==> src/rtl/fp_normalize_round_pkg.sv <==
// Shared widths, constants and FSM encoding for the single-precision
// normalise/round stage.
package fp_normalize_round_pkg;

    localparam int FP_EXP_W  = 8;
    localparam int FP_FRAC_W = 23;
    localparam int FP_MANT_W = FP_FRAC_W + 4;
    localparam int BIAS      = 127;
    localparam int EXP_MAX   = 255;

    // Raw mantissa layout: {carry, hidden, fraction, guard, sticky}
    localparam int MANT_CARRY   = FP_MANT_W - 1;
    localparam int MANT_HIDDEN  = FP_MANT_W - 2;
    localparam int MANT_FRAC_LO = 2;
    localparam int MANT_GUARD   = 1;
    localparam int MANT_STICKY  = 0;

    typedef enum logic [1:0] {
        S_IDLE  = 2'd0,
        S_NORM  = 2'd1,
        S_ROUND = 2'd2,
        S_OUT   = 2'd3
    } state_e;

endpackage

==> src/rtl/fp_normalize_round_rne.sv <==
// Combinational round-to-nearest-even of a normalised significand, with
// exponent bump on mantissa carry and saturation to infinity.
module fp_round_rne
    import fp_normalize_round_pkg::*;
#(
    parameter int EXP_W  = FP_EXP_W,
    parameter int FRAC_W = FP_FRAC_W
) (
    input  logic [FRAC_W+2:0]       sig_i,
    input  logic signed [EXP_W+1:0] exp_i,
    output logic [FRAC_W-1:0]       frac_o,
    output logic [EXP_W-1:0]        exp_o,
    output logic                    overflow_o,
    output logic                    inexact_o
);

    localparam int XW = EXP_W + 2;
    localparam logic signed [XW-1:0] EXP_ONE = 1;
    localparam logic signed [XW-1:0] EXP_SAT = XW'((1 << EXP_W) - 1);

    logic                 lsb;
    logic                 guard;
    logic                 sticky;
    logic                 inc;
    logic                 carry;
    logic [FRAC_W-1:0]    frac_inc;
    logic signed [XW-1:0] exp_r;

    always_comb begin
        lsb      = sig_i[MANT_FRAC_LO];
        guard    = sig_i[MANT_GUARD];
        sticky   = sig_i[MANT_STICKY];
        inc      = guard & (sticky | lsb);
        // Fraction wraps to zero exactly when {hidden, frac} is all ones.
        frac_inc = sig_i[FRAC_W+1:MANT_FRAC_LO] + FRAC_W'(inc);
        carry    = inc & (&sig_i[FRAC_W+2:MANT_FRAC_LO]);
        exp_r    = exp_i + (carry ? EXP_ONE : '0);

        overflow_o = (exp_r >= EXP_SAT);
        inexact_o  = guard | sticky;
        frac_o     = overflow_o ? '0 : frac_inc;
        exp_o      = overflow_o ? '1 : exp_r[EXP_W-1:0];
    end

endmodule

==> src/rtl/fp_normalize_round.sv <==
// Post-add normalise (one bit per cycle), RNE round and pack for IEEE-754
// single precision, with valid/ready on both sides and one item in flight.
module fp_normalize_round
    import fp_normalize_round_pkg::*;
#(
    parameter int EXP_W  = FP_EXP_W,
    parameter int FRAC_W = FP_FRAC_W
) (
    input  logic                    clk,
    input  logic                    rst,
    input  logic                    in_valid,
    output logic                    in_ready,
    input  logic                    in_sign,
    input  logic [EXP_W-1:0]        in_exp,
    input  logic [FRAC_W+3:0]       in_mant,
    output logic                    out_valid,
    input  logic                    out_ready,
    output logic [EXP_W+FRAC_W:0]   out_result,
    output logic                    out_overflow,
    output logic                    out_underflow,
    output logic                    out_inexact
);

    localparam int MANT_W = FRAC_W + 4;
    localparam int XW     = EXP_W + 2;
    localparam int RW     = EXP_W + FRAC_W + 1;
    localparam int CARRY  = MANT_W - 1;
    localparam int HIDDEN = MANT_W - 2;
    localparam logic signed [XW-1:0] EXP_ONE = 1;
    localparam logic signed [XW-1:0] EXP_SAT = XW'((1 << EXP_W) - 1);

    state_e               state_q, state_d;
    logic                 sign_q, sign_d;
    logic signed [XW-1:0] exp_q, exp_d;
    logic [MANT_W-1:0]    mant_q, mant_d;
    logic [RW-1:0]        result_q, result_d;
    logic                 ovf_q, ovf_d;
    logic                 unf_q, unf_d;
    logic                 inx_q, inx_d;

    logic [FRAC_W-1:0]    rnd_frac;
    logic [EXP_W-1:0]     rnd_exp;
    logic                 rnd_ovf;
    logic                 rnd_inx;

    fp_round_rne #(
        .EXP_W  (EXP_W),
        .FRAC_W (FRAC_W)
    ) u_round (
        .sig_i      (mant_q[HIDDEN:0]),
        .exp_i      (exp_q),
        .frac_o     (rnd_frac),
        .exp_o      (rnd_exp),
        .overflow_o (rnd_ovf),
        .inexact_o  (rnd_inx)
    );

    always_comb begin
        state_d  = state_q;
        sign_d   = sign_q;
        exp_d    = exp_q;
        mant_d   = mant_q;
        result_d = result_q;
        ovf_d    = ovf_q;
        unf_d    = unf_q;
        inx_d    = inx_q;

        case (state_q)
            S_IDLE: begin
                if (in_valid) begin
                    sign_d  = in_sign;
                    exp_d   = {2'b00, in_exp};
                    mant_d  = in_mant;
                    ovf_d   = 1'b0;
                    unf_d   = 1'b0;
                    inx_d   = 1'b0;
                    state_d = S_NORM;
                end
            end
            S_NORM: begin
                // Left shifts only lower the exponent, so this only fires on the captured value.
                if (exp_q == EXP_SAT) begin
                    result_d = {sign_q, {EXP_W{1'b1}}, mant_q[HIDDEN-1:MANT_FRAC_LO]};
                    state_d  = S_OUT;
                end else if (mant_q == '0) begin
                    result_d = '0;
                    state_d  = S_OUT;
                end else if (mant_q[CARRY]) begin
                    mant_d  = {1'b0, mant_q[MANT_W-1:2], mant_q[1] | mant_q[0]};
                    exp_d   = exp_q + EXP_ONE;
                    state_d = S_ROUND;
                end else if (!mant_q[HIDDEN] && (exp_q > EXP_ONE)) begin
                    mant_d = {mant_q[MANT_W-2:0], 1'b0};
                    exp_d  = exp_q - EXP_ONE;
                end else if (!mant_q[HIDDEN]) begin
                    result_d = {sign_q, {(RW-1){1'b0}}};
                    unf_d    = 1'b1;
                    state_d  = S_OUT;
                end else begin
                    state_d = S_ROUND;
                end
            end
            S_ROUND: begin
                result_d = {sign_q, rnd_exp, rnd_frac};
                ovf_d    = rnd_ovf;
                inx_d    = rnd_inx;
                state_d  = S_OUT;
            end
            S_OUT: begin
                if (out_ready) state_d = S_IDLE;
            end
            default: state_d = S_IDLE;
        endcase
    end

    always_ff @(posedge clk) begin
        if (rst) begin
            state_q  <= S_IDLE;
            sign_q   <= 1'b0;
            exp_q    <= '0;
            mant_q   <= '0;
            result_q <= '0;
            ovf_q    <= 1'b0;
            unf_q    <= 1'b0;
            inx_q    <= 1'b0;
        end else begin
            state_q  <= state_d;
            sign_q   <= sign_d;
            exp_q    <= exp_d;
            mant_q   <= mant_d;
            result_q <= result_d;
            ovf_q    <= ovf_d;
            unf_q    <= unf_d;
            inx_q    <= inx_d;
        end
    end

    assign in_ready      = (state_q == S_IDLE);
    assign out_valid     = (state_q == S_OUT);
    assign out_result    = result_q;
    assign out_overflow  = ovf_q;
    assign out_underflow = unf_q;
    assign out_inexact   = inx_q;

endmodule

==> config.mk <==
export PLATFORM = sky130hd
export DESIGN_NAME = fp_normalize_round
export DESIGN_NICKNAME = d
export VERILOG_FILES = /design/src/rtl/fp_normalize_round_pkg.sv /design/src/rtl/fp_normalize_round_rne.sv /design/src/rtl/fp_normalize_round.sv
export SDC_FILE = /design/constraint.sdc
export NUM_CORES = 1
export LEC_CHECK = 0
export CAP_MARGIN = 30
export CORE_ASPECT_RATIO = 0.75
export CORE_MARGIN = 5
export CORE_UTILIZATION = 49
export CTS_CLUSTER_DIAMETER = 50
export CTS_CLUSTER_SIZE = 30
export DETAILED_ROUTE_END_ITERATION = 12
export PLACE_DENSITY = 0.77
export SKIP_CTS_REPAIR_TIMING = 1
export SYNTH_ARGS = -nofsm -noshare
export SYNTH_HDL_FRONTEND = slang
export SYNTH_SLANG_ARGS = --single-unit
==> constraint.sdc <==
create_clock -name clk -period 3.4 [get_ports clk]
set_input_delay 0.68 -clock clk [delete_from_list [all_inputs] [get_ports clk]]
set_output_delay 0.68 -clock clk [all_outputs]
set_load 0.03 [all_outputs]
==> results.md <==
Outcome:
- The run finished with clean final reports.

Synthesis:
- After synthesis, the largest family of logic cells by area is compound AO/OA/AOI/OAI gates.
- For this run, the register share of the synthesized area comes to 0.3043.
- The netlist area before placement is a little under 5000 sq um.
- Of the post-synthesis cell area, the dominant cell type holds 0.3043.
- In this run, synthesis inferred 0 flip-flops with an integrated enable.
- The simple-gate share of the synthesized area is 0.1900.
- The most used flip-flop cell after synthesis is sky130_fd_sc_hd__dfxtp_1.
- The xor/xnor share of the synthesized area is 0.04793.
- The synthesized design contains 75 register bits.
- The number of warnings printed during yosys synthesis is 0.
- The share of synthesized cell area in full adder, half adder and majority cells is 0.02536.
- The area fraction in compound gates after synthesis is 0.3383.
- Dividing the synthesized area by the synthesized cell count gives 8.292 sq um.
- Synthesis instantiated 66 different standard cells from the library.
- In the synthesized netlist the async set-or-reset flop fraction comes to 0.
- The post-synthesis instance total is 595.
- The proportion of synthesized area in mux cells is 0.008116.
- Sorting the synthesized cells by area gives the leading types as sky130_fd_sc_hd__dfxtp_1 30%, sky130_fd_sc_hd__a21oi_1 6.9%, sky130_fd_sc_hd__a211oi_2 5.1%.
- The library cell occupying the most area in the post-synthesis netlist is sky130_fd_sc_hd__dfxtp_1.
- The net count of the mapped netlist is ~650.

Timing:
- Setup violations remaining at the end of the flow were counted as 0.
- Summed over all failing endpoints, the final setup total negative slack is 0 ns.
- The actual slew at the worst max-slew pin is ~1.0 ns.
- The final number of max-transition violations is 0.
- Dividing the final minimum period by the clock period gives 0.9866.
- The peak clock frequency supported by timing is between 200 and 300 MHz.
- The worst-case clock skew is 0.007886 ns.
- The final number of hold-violating endpoints is 0.
- The worst pin sits at a relative slew slack of 0.3005.
- The final critical path time including I/O delays and setup is ~3.4 ns.
- Setup repair after global routing could not meet its margin everywhere.

Cells and area:
- The library cells used most frequently in the layout, excluding fill and tap cells, are 75 x sky130_fd_sc_hd__clkdlybuf4s50_1, 71 x sky130_fd_sc_hd__dfxtp_1, 68 x sky130_fd_sc_hd__a21oi_1.
- After filler insertion, the fill cell instance count of the layout stands at ~800.
- The finished layout holds approximately 790 standard cells, fillers aside.
- The final layout net count is 701.
- The number of antenna diodes in the final layout is 0.
- Compared with the post-synthesis result, the final layout area differs by 26.78%.
- The share of layout cells above drive strength 1 is 0.1875.
- The most common library cell in the layout ignoring fill and taps is sky130_fd_sc_hd__clkdlybuf4s50_1.

Global routing:
- The first-pass GRT wire length is approximately 24 mm.
- The global-route total usage across every layer is 0.2397.
- Entering global routing, the biggest net connects 53 pins.
- The via count of the first global-routing pass was around 4.7k.
- The initial antenna violation count is 0.
- For this run the aggregate overflow at the end of global routing stands at 0.

Pwr:
- The highest ir drop seen on vdd is 0.0005541 V.
- After layout, the design draws a total of 6.005 mW.
- The analysis attributes to cell leakage a power of approximately 2.2 nW.
- The total power per unit cell area is between 900 and 1000 nW/um^2.

Route:
- Across all layers, the routed design uses ~5.2k vias.
- For this run, the detailed router's first-pass iteration total came to 6.
- The total met2 wirelength after detailed routing is a little under 7 mm.
- The iteration-0 DRC count of the detailed router is approximately 760.
- For this run, design rule violations remaining after detail routing come to 0.
- The highest routing layer actually used is met4.
- The routed design has between 15 and 20 mm of wire.
- The via-per-instance ratio is 6.546.
- In the final routing, the length of wire on met1 measures 6.771 mm.
- The wire length on met3 is 1.813 mm.
- The average routed wire per standard cell is between 15 and 20 um.
- In this run the remaining antenna-violating nets after routing total 0.

Die:
- The vertical die dimension is just under 100 um.
- 77 I/O pins were placed.
- The total area inside the core boundary comes to ~10000 sq um.
- The number of core rows is 31.
- In this run the horizontal extent of the chip is approximately 130 um.
- The initial standard-cell utilization of the core is 0.5067.
- The overall die area is 12200 sq um.

Setup path:
- STA classifies the critical path startpoint as a flop.
- The kind of capture point of the worst setup path is a flop.
- At the worst endpoint, the arrival time is roughly 3.6 ns.
- The largest driver fanout on the critical path is 11.
- The critical path is of the reg2reg type.
- The critical path required time is 3.63 ns.

Placed design:
- After legalization and detailed placement, the total HPWL measured a little over 10 mm.
- The number of cells in the design after placement is between 700 and 800.
- The final weighted congestion in routability-driven placement is approximately 1.
- The quantity of I/O buffers inserted on ports is 76.

CTS:
- Clock tree synthesis selected as its root buffer the cell sky130_fd_sc_hd__clkbuf_16.
- Clock-pin slew was measured on the worst setup and hold paths at around 0.060 ns.
- Counting every sink on the clock net gives 75.
- TritonCTS built the clock tree.
- The count of H-tree levels built during CTS is 3.
- The number of clock buffers added by TritonCTS is 9.
- The worst-skew pair later-pin latency is about 0.35 ns.
- The maximum root-to-sink buffer count is 2.

Flow run:
- Max-cap violations in this run came to 0.

Worst hold path:
- The worst hold path belongs to the class reg2reg.
-- path summary, 6_finish.rpt --
| check | startpoint | endpoint | slack, ns | cells after the start |
|---|---|---|---|---|
| max | mant_q[4] | out_result[15] | 0.05 | 13 |
| min | sign_q | sign_q | 0.46 | 2 |
| max reg2reg | mant_q[4] | out_result[15] | 0.05 | 13 |
| min reg2reg | sign_q | sign_q | 0.46 | 2 |
-- through the flow --
| stage | worst slack, ns | area, sq um | utilization | hold slack (ns) |
|---|---|---|---|---|
| after floorplan | 0.07020 | 4940 | - | 0.4368 |
| after global placement | 0.1349 | 5817 | 0.5975 | 0.4490 |
| after detailed placement | 0.04237 | 5817 | 0.5975 | 0.4617 |
| after CTS | -0.01544 | 6110 | 0.6276 | 0.4713 |
| after global routing | -0.08270 | 6255 | 0.6425 | 0.4903 |
| final | 0.04556 | 6255 | 0.6425 | 0.4649 |
-- Yosys cell counts, types with 13 or more instances --
master,count
sky130_fd_sc_hd__dfxtp_1,75
sky130_fd_sc_hd__a21oi_1,68
sky130_fd_sc_hd__clkbuf_1,40
sky130_fd_sc_hd__and3_1,29
sky130_fd_sc_hd__o21ai_0,26
sky130_fd_sc_hd__a221oi_1,25
sky130_fd_sc_hd__nand2_1,25
sky130_fd_sc_hd__nor2_1,22
sky130_fd_sc_hd__a211oi_2,20
sky130_fd_sc_hd__a22oi_2,20
sky130_fd_sc_hd__buf_2,20
sky130_fd_sc_hd__nand3_1,19
sky130_fd_sc_hd__xnor2_1,17
sky130_fd_sc_hd__o21ai_1,16
sky130_fd_sc_hd__nand4_1,15
sky130_fd_sc_hd__inv_1,13
-- worst max-delay path, stage by stage (launching register included) --
cell and delay [ns]:
sky130_fd_sc_hd__dfxtp_2 0.33, sky130_fd_sc_hd__nand4_1 0.20, sky130_fd_sc_hd__nor4_4 0.40, sky130_fd_sc_hd__nand4_1 0.15
sky130_fd_sc_hd__nor2_1 0.15, sky130_fd_sc_hd__ha_2 0.22, sky130_fd_sc_hd__ha_4 0.15, sky130_fd_sc_hd__nand3_4 0.09
sky130_fd_sc_hd__or3_4 0.41, sky130_fd_sc_hd__a2111o_1 0.42, sky130_fd_sc_hd__a22o_4 0.30, sky130_fd_sc_hd__clkbuf_16 0.19
sky130_fd_sc_hd__a22oi_2 0.15, sky130_fd_sc_hd__a21oi_1 0.08
-- routing by layer --
| metal | up-vias | global-route usage |
|---|---|---|
| met1 | 2463 | 0.3364 |
| met2 | 319 | 0.3562 |
| met5 | - | 0 |
| met4 | 0 | 0.05276 |
| li1 | 2346 | - |
| met3 | 30 | 0.08095 |
-- cell type report --
| type | instances | area [sq um] | area share |
|---|---|---|---|
| clock buffers | 15 | 287.8 | 0.04601 |
| flip-flops and latches | 75 | 1506 | 0.2408 |
| clock inverters | 1 | 5.005 | 0.0008002 |
| well taps | 132 | 165.2 | 0.02641 |
| repair buffers | 119 | 1151 | 0.1840 |
| multi-input cells | 432 | 3087 | 0.4935 |
| inverters | 14 | 52.55 | 0.008402 |
-- flip-flops by register name, indices dropped and copies added (netlist names) --
name,flops
exp_q,10
mant_q,27
out_inexact,1
out_overflow,1
out_result,32
out_underflow,1
sign_q,1
state_q,2
-- power breakdown --
part | switching (mW) | internal, mW
Clock | 0.377 | 0.574
Sequential | 0.305 | 1.16
Combinational | 2.19 | 1.39
-- cells by family (layout without fill, tap and decap cells) --
logic type | count (synthesis) | after routing
fa+ha+maj | 10 | 10
xor+xnor | 27 | 27
compound gates | 223 | 223
simple gates | 168 | 168
flops | 75 | 75
mux | 4 | 4
buf+inv | 88 | 149
Power figures use the tool's default switching activity.
